<file path="config.mk">
export PLATFORM = sky130hd
export DESIGN_NAME = csr_timer_bank_flat
export DESIGN_NICKNAME = d
export VERILOG_FILES = /design/src/rtl/csr_timer_bank_if.sv /design/src/rtl/csr_timer_bank.sv /design/src/flat_wrapper.sv
export SDC_FILE = /design/constraint.sdc
export NUM_CORES = 2
export LEC_CHECK = 0
export BUFFER_PORTS_ARGS = -buffer_cell sky130_fd_sc_hd__buf_4
export CAP_MARGIN = 40
export CELL_PAD_IN_SITES_DETAIL_PLACEMENT = 1
export CELL_PAD_IN_SITES_GLOBAL_PLACEMENT = 2
export CORE_MARGIN = 2
export CORE_UTILIZATION = 35
export DETAILED_ROUTE_END_ITERATION = 7
export GPL_TIMING_DRIVEN = 1
export PLACE_DENSITY_LB_ADDON = 0.1
export SETUP_SLACK_MARGIN = 0.15
export SLEW_MARGIN = 10
export SYNTH_ARGS = -nofsm -noshare
export SYNTH_HDL_FRONTEND = slang
export SYNTH_SLANG_ARGS = --single-unit
</file>
<file path="constraint.sdc">
create_clock -name clk -period 7.59 [get_ports clk]
set_input_delay 1.1385 -clock clk [delete_from_list [all_inputs] [get_ports clk]]
set_output_delay 1.1385 -clock clk [all_outputs]
set_load 0.005 [all_outputs]
</file>
<file path="src/rtl/csr_timer_bank_if.sv">
// CSR write/read channel shared with csr on the idex side.
//   csr_we_i    : write enable
//   csr_addr_i  : 12-bit CSR address
//   csr_wdata_i : write data, captured at posedge clk
//   csr_rdata_o : combinational read data for csr_addr_i
interface csr_timer_bank_if;
   logic        csr_we_i;
   logic [11:0] csr_addr_i;
   logic [31:0] csr_wdata_i;
   logic [31:0] csr_rdata_o;

   modport master (
      output csr_we_i,
      output csr_addr_i,
      output csr_wdata_i,
      input  csr_rdata_o
   );

   modport slave (
      input  csr_we_i,
      input  csr_addr_i,
      input  csr_wdata_i,
      output csr_rdata_o
   );
endinterface

</file>
<file path="src/rtl/csr_timer_bank.sv">
// Bank of NCH CSR-mapped compare timers with per-channel prescaler,
// one-shot/periodic mode, sticky PEND/OVR flags and masked IRQs.
//   clk, rst_n  : clock, asynchronous active-low reset
//   csr         : CSR write/read channel (slave side); window CSR_BASE .. CSR_BASE+8*NCH-1
//   hx_valid_i  : writeback-valid strobe, gates irq_o updates
//   irq_o       : per-channel registered PEND & IE
//   tmr_irq_o   : OR of irq_o
module csr_timer_bank #(
   parameter int unsigned NCH      = 4,
   parameter int unsigned CNT_W    = 64,
   parameter int unsigned PRE_W    = 8,
   parameter logic [11:0] CSR_BASE = 12'hBC0
) (
   input  logic              clk,
   input  logic              rst_n,
   csr_timer_bank_if.slave   csr,
   input  logic              hx_valid_i,
   output logic [NCH-1:0]    irq_o,
   output logic              tmr_irq_o
);

   localparam int unsigned WIN  = 8 * NCH;
   localparam int unsigned CH_W = (NCH > 1) ? $clog2(NCH) : 1;

   logic [NCH-1:0]   en_q, en_d, mode_q, mode_d, ie_q, ie_d;
   logic [NCH-1:0]   pend_q, pend_d, ovr_q, ovr_d;
   logic [PRE_W-1:0] presc_q [NCH];
   logic [PRE_W-1:0] presc_d [NCH];
   logic [PRE_W-1:0] pcnt_q  [NCH];
   logic [PRE_W-1:0] pcnt_d  [NCH];
   logic [CNT_W-1:0] cnt_q   [NCH];
   logic [CNT_W-1:0] cnt_d   [NCH];
   logic [CNT_W-1:0] cmp_q   [NCH];
   logic [CNT_W-1:0] cmp_d   [NCH];

   logic [11:0]      rel;
   logic             in_win;
   logic [2:0]       off;
   logic [CH_W-1:0]  sel;
   logic [NCH-1:0]   wr, tick, match;
   logic [63:0]      v;
   logic [31:0]      rdata;

   // Address window decode
   always_comb begin
      rel    = csr.csr_addr_i - CSR_BASE;
      in_win = (csr.csr_addr_i >= CSR_BASE) && (rel < 12'(WIN));
      off    = rel[2:0];
      sel    = rel[3 +: CH_W];
   end

   // Per-channel write select, prescaler tick and compare match
   always_comb begin
      wr    = '0;
      tick  = '0;
      match = '0;
      for (int i = 0; i < NCH; i++) begin
         wr[i]    = csr.csr_we_i && in_win && (sel == CH_W'(i));
         tick[i]  = en_q[i] && (pcnt_q[i] == presc_q[i]);
         match[i] = (cnt_q[i] == cmp_q[i]);
      end
   end

   // Next state: W1C first, then hardware events, then CSR writes that win over them
   always_comb begin
      v       = '0;
      en_d    = en_q;
      mode_d  = mode_q;
      ie_d    = ie_q;
      pend_d  = pend_q;
      ovr_d   = ovr_q;
      presc_d = presc_q;
      pcnt_d  = pcnt_q;
      cnt_d   = cnt_q;
      cmp_d   = cmp_q;
      for (int i = 0; i < NCH; i++) begin
         if (wr[i] && (off == 3'd6)) begin
            pend_d[i] = pend_q[i] & ~csr.csr_wdata_i[0];
            ovr_d[i]  = ovr_q[i]  & ~csr.csr_wdata_i[1];
         end

         if (en_q[i]) begin
            pcnt_d[i] = tick[i] ? '0 : pcnt_q[i] + PRE_W'(1);
         end

         if (tick[i]) begin
            if (match[i]) begin
               pend_d[i] = 1'b1;
               ovr_d[i]  = ovr_d[i] | pend_q[i];
               if (mode_q[i]) cnt_d[i] = '0;
               else           en_d[i]  = 1'b0;
            end else begin
               cnt_d[i] = cnt_q[i] + CNT_W'(1);
            end
         end

         if (wr[i]) begin
            case (off)
               3'd0: begin
                  mode_d[i] = csr.csr_wdata_i[1];
                  ie_d[i]   = csr.csr_wdata_i[2];
                  // a one-shot self-disable in this cycle overrides the write
                  if (!(tick[i] && match[i] && !mode_q[i])) en_d[i] = csr.csr_wdata_i[0];
                  if (csr.csr_wdata_i[0] && !en_q[i]) pcnt_d[i] = '0;
               end
               3'd1: presc_d[i] = csr.csr_wdata_i[PRE_W-1:0];
               3'd2: begin
                  v        = 64'(cnt_q[i]);
                  v[31:0]  = csr.csr_wdata_i;
                  cnt_d[i] = CNT_W'(v);
               end
               3'd3: begin
                  v        = 64'(cnt_q[i]);
                  v[63:32] = csr.csr_wdata_i;
                  cnt_d[i] = CNT_W'(v);
               end
               3'd4: begin
                  v        = 64'(cmp_q[i]);
                  v[31:0]  = csr.csr_wdata_i;
                  cmp_d[i] = CNT_W'(v);
               end
               3'd5: begin
                  v        = 64'(cmp_q[i]);
                  v[63:32] = csr.csr_wdata_i;
                  cmp_d[i] = CNT_W'(v);
               end
               default: ;
            endcase
         end
      end
   end

   // Channel state registers
   always_ff @(posedge clk or negedge rst_n) begin
      if (!rst_n) begin
         en_q   <= '0;
         mode_q <= '0;
         ie_q   <= '0;
         pend_q <= '0;
         ovr_q  <= '0;
         for (int i = 0; i < NCH; i++) begin
            presc_q[i] <= '0;
            pcnt_q[i]  <= '0;
            cnt_q[i]   <= '0;
            cmp_q[i]   <= '1;
         end
      end else begin
         en_q    <= en_d;
         mode_q  <= mode_d;
         ie_q    <= ie_d;
         pend_q  <= pend_d;
         ovr_q   <= ovr_d;
         presc_q <= presc_d;
         pcnt_q  <= pcnt_d;
         cnt_q   <= cnt_d;
         cmp_q   <= cmp_d;
      end
   end

   // Masked interrupt requests, sampled only on valid writeback
   always_ff @(posedge clk or negedge rst_n) begin
      if (!rst_n) begin
         irq_o <= '0;
      end else if (hx_valid_i) begin
         irq_o <= pend_q & ie_q;
      end
   end

   assign tmr_irq_o = |irq_o;

   // Combinational read mux; bits above CNT_W come out of the zero-extension
   always_comb begin
      rdata = '0;
      if (in_win) begin
         for (int i = 0; i < NCH; i++) begin
            if (sel == CH_W'(i)) begin
               case (off)
                  3'd0: rdata = {29'd0, ie_q[i], mode_q[i], en_q[i]};
                  3'd1: rdata = 32'(presc_q[i]);
                  3'd2: rdata = 32'(64'(cnt_q[i]));
                  3'd3: rdata = 32'(64'(cnt_q[i]) >> 32);
                  3'd4: rdata = 32'(64'(cmp_q[i]));
                  3'd5: rdata = 32'(64'(cmp_q[i]) >> 32);
                  3'd6: rdata = {30'd0, ovr_q[i], pend_q[i]};
                  default: rdata = '0;
               endcase
            end
         end
      end
   end

   assign csr.csr_rdata_o = rdata;

endmodule
</file>
<file path="src/flat_wrapper.sv">
// flat-port wrapper written by rule: the top's interface ports become plain ports
module csr_timer_bank_flat 
#(
   parameter int unsigned NCH      = 4,
   parameter int unsigned CNT_W    = 64,
   parameter int unsigned PRE_W    = 8,
   parameter logic [11:0] CSR_BASE = 12'hBC0
)
  (clk, rst_n, hx_valid_i, irq_o, tmr_irq_o, csr_csr_we_i, csr_csr_addr_i, csr_csr_wdata_i, csr_csr_rdata_o);
  csr_timer_bank_if csr_i ();
  input  logic clk;
  input  logic rst_n;
  input  logic hx_valid_i;
  output logic [NCH-1:0] irq_o;
  output logic tmr_irq_o;
  input wire logic [$bits(csr_i.csr_we_i)-1:0] csr_csr_we_i;
  input wire logic [$bits(csr_i.csr_addr_i)-1:0] csr_csr_addr_i;
  input wire logic [$bits(csr_i.csr_wdata_i)-1:0] csr_csr_wdata_i;
  output wire logic [$bits(csr_i.csr_rdata_o)-1:0] csr_csr_rdata_o;
  assign csr_i.csr_we_i = csr_csr_we_i;
  assign csr_i.csr_addr_i = csr_csr_addr_i;
  assign csr_i.csr_wdata_i = csr_csr_wdata_i;
  assign csr_csr_rdata_o = csr_i.csr_rdata_o;
  csr_timer_bank #(.NCH(NCH), .CNT_W(CNT_W), .PRE_W(PRE_W), .CSR_BASE(CSR_BASE)) u_core (.clk(clk), .rst_n(rst_n), .csr(csr_i), .hx_valid_i(hx_valid_i), .irq_o(irq_o), .tmr_irq_o(tmr_irq_o));
endmodule
</file>
==> reports/qor.yml <==
netlist_area_um2: 40290
hold_class: "in -> async"
power_frac_clock_pct: 50.6
track_usage_pct: 41.12
synth_edf_count: 0
cpMostUsedCell: "buf_4"
synth_compound_area_share_pct: 20.52
critPathMaxFanout: 60
synth_top_cell_by_area: "dfrtp_1"
rsz0062_at_grt: "no"
finalCriticalPeriod_ns: 5.743
setup.worst_path.class: "in -> out"
top_level_ports: 85
grt_pass1_vias: 39630
totalWireLength_mm: 247.6
ir_worst_vdd_uv: 176.3
p_leak_nw: 16.68
grt_max_degree: 110
drive_above_1_share_pct: 20.07
vias_per_cell: 6.911
path_cells: "buf_8, buf_4, buf_4, mux2i_1, o22ai_1, o21ai_0, a21oi_1, buf_4"
crit_arrival_ns: 4.60
timing.fmax_ghz: 0.1741
place.gp.congestion: 1.011
coreArea_um2: 114200
die_w_um: 343.3
synth_common_cells: "nand2_1, clkbuf_1, o21ai_0, dfrtp_1, dfstp_2"
finalHoldViolations: 0
syn-instance-count: 4598
first_iter_violations: 5446
yosysTopAreaCellShare_pct: 21.36
tns_ns: 0
synthSimpleGateAreaFrac_pct: 20.25
grt_pass1_wl_mm: 338.5
synth_seq_area_share_pct: 38.06
syn-num-nets: 4654
intPower_mw: 5.763
synth.most_common_cell: "nand2_1"
ys_async_sr_fraction_pct: 100.0
port_buffers: 84
wl_per_cell_um: 40.76
area_growth_syn_to_layout_pct: 12.86
synth_area_leaders: "dfrtp_1, dfstp_2, xnor2_1, nand2_1, mux2_2"
relSlewSlack_pct: 30.28
finalCritPeriodShare_pct: 75.67
slew_violations: 0
clk_latency_ns: 0.70
slowest_delay_ns: 0.84
ant_nets: 0
cts_max_level: 3
dr.pass1.iters: 6
fill_cells: 13120
postCtsHoldBufs: 0
clock_skew_ns: 0.02678
post_cts_resized: 0
switchingPower_mw: 2.321
synth.area.mux_share_pct: 8.955
synth_fa_ha_area_share_pct: 0.2484
start_util_pct: 35.29
critPathBufInv: 4
ys_ff_latch: 600
synth-xor-area-share_pct: 6.804
tightest_slew_ns: 1.035
cts.clk_slew.worst_paths_ns: 0.06
cts_buffer_depth: 3
required_ns: 6.45
die_h_um: 343.3
p_comb_share_pct: 8.6
yosysUniqueCellTypes: 94
synthFlopType: "dfrtp_1"
nNetsFinal: 4534
hpwl_mm: 177.1
dieArea_um2: 117900
critPathLaunchType: "primary input"
endpoint_kind: "output port"
status: "complete, no violations"
drc: 0
cts.sinks: 600
fp-row-count: 124
grt-ovfl-total: 0
power_density_nw_per_um2: 177.8
antenna_found_initial: 35
yosysWarnings: 0
post_cts_buffers: 0
crit_family: "buffers and inverters"
switching_share_pct: 28.71
root_buffer: "clkbuf_16"
dr_total_vias: 41980
numCtsBuffers: 80
seq_power_share_pct: 40.9
synth_top_family_by_area: "compound AO/OA/AOI/OAI gates"
timing.max_cap.violations: 0
cts_tree: "built"
crit_path_top_delay_cell: "a21oi_1"
holdWs_ns: 0.4041
finalSetupViolations: 0
syn_avg_cell_area_um2: 8.763
[flip-flops by register name (all words and copies together), names as in the netlist]
name / flops
u_core.presc_q: 32
u_core.en_q: 4
u_core.cmp_q: 256
u_core.irq_o: 4
u_core.ovr_q: 4
u_core.pend_q: 4
u_core.pcnt_q: 32
u_core.mode_q: 4
u_core.ie_q: 4
u_core.cnt_q: 256
[layer usage]
metal  track usage, %  wire, um  vias up  share of wire [%]
met5                0       146        -              0.059
met4            20.51     14560       20                5.9
met3            12.02     27250      642                 11
met2            59.03    102600     2714                 41
met1            56.09    103000    21710                 42
li1                 -         -    16900                  -
[path summary, 6_finish.rpt]
check	startpoint	endpoint	slack (ns)	cells past startpoint
setup reg to reg	u_core.cnt_q[65]$_DFFE_PN0P_	u_core.cnt_q[93]$_DFFE_PN0P_	3.03	9
hold / removal	rst_n	u_core.cnt_q[25]$_DFFE_PN0P_	0.40	1
hold reg to reg	u_core.cmp_q[73]$_DFFE_PN1P_	u_core.cmp_q[73]$_DFFE_PN1P_	0.50	2
min in group clk	u_core.cmp_q[73]$_DFFE_PN1P_	u_core.cmp_q[73]$_DFFE_PN1P_	0.50	2
max in group asynchronous	rst_n	u_core.cnt_q[240]$_DFFE_PN0P_	5.89	3
setup / recovery	csr_csr_addr_i[0]	csr_csr_rdata_o[11]	1.85	8
[logic make-up (layout without fill, tap and decap cells)]
kind of cell / count (synthesis) / count (layout)
other: 0 / 19
XOR/XNOR: 313 / 313
flip-flops: 600 / 600
AND/OR/NAND/NOR: 1618 / 1618
adder cells (fa/ha/maj): 8 / 8
buffers and inverters: 523 / 469
AO/OA/AOI/OAI: 1205 / 1205
multiplexers: 331 / 331
[layout make-up]
type	instances	area, um^2	area share (%)
multi-input combinational	3475	23060	50.71
sequential	600	15330	33.72
clock buffer	116	2405	5.288
timing repair buffer	243	2117	4.655
tap	1512	1892	4.160
clock inverter	32	327.8	0.7208
inverter	78	292.8	0.6438
antenna	19	47.55	0.1045
[stage by stage]
stage                     area, um^2  util (%)  worst slack, ns  cells  power, mW
after global routing           45430     39.79            1.922   6057      8.223
after global placement         42140     36.91            1.685   5861      4.001
final                          45480     39.83            1.847   6075      8.084
after floorplan                40290         -            3.374   4598      3.577
after CTS                      45380     39.74            2.001   6049      8.076
after detailed placement       42650     37.35            2.005   5901      4.012
[cell usage in the layout, fill, tap and decap left out, drive strengths merged, types with 24 or more instances in the layout]
cell | synthesis | final
nor2 | 236 | 236
o21ai | 351 | 351
xnor2 | 237 | 237
a22o | 71 | 71
or4 | 46 | 46
and3 | 48 | 48
mux2 | 176 | 176
a211oi | 49 | 49
a22oi | 79 | 79
xor2 | 76 | 76
nand2 | 538 | 538
or3 | 57 | 57
o22ai | 35 | 35
o221ai | 39 | 39
buf | 78 | 239
a21oi | 146 | 146
o311ai | 24 | 24
nand3 | 202 | 202
a221o | 49 | 49
a221oi | 42 | 42
nand4 | 163 | 163
o211ai | 73 | 73
a31oi | 42 | 42
mux2i | 149 | 149
clkbuf | 367 | 118
inv | 78 | 81
and4 | 26 | 26
nor3 | 113 | 113
dfrtp | 344 | 344
a21o | 36 | 36
dfstp | 256 | 256
nor4 | 93 | 93
[power by group through the flow]
stage	Sequential [mW]	Combinational, mW	Clock (mW)
global placement	3.35	0.648	0
detailed placement	3.35	0.660	0
global route	3.30	0.692	4.23
floorplan	3.31	0.264	0
finish	3.30	0.693	4.09
CTS	3.30	0.662	4.11
(Power assumes the default switching activity.)
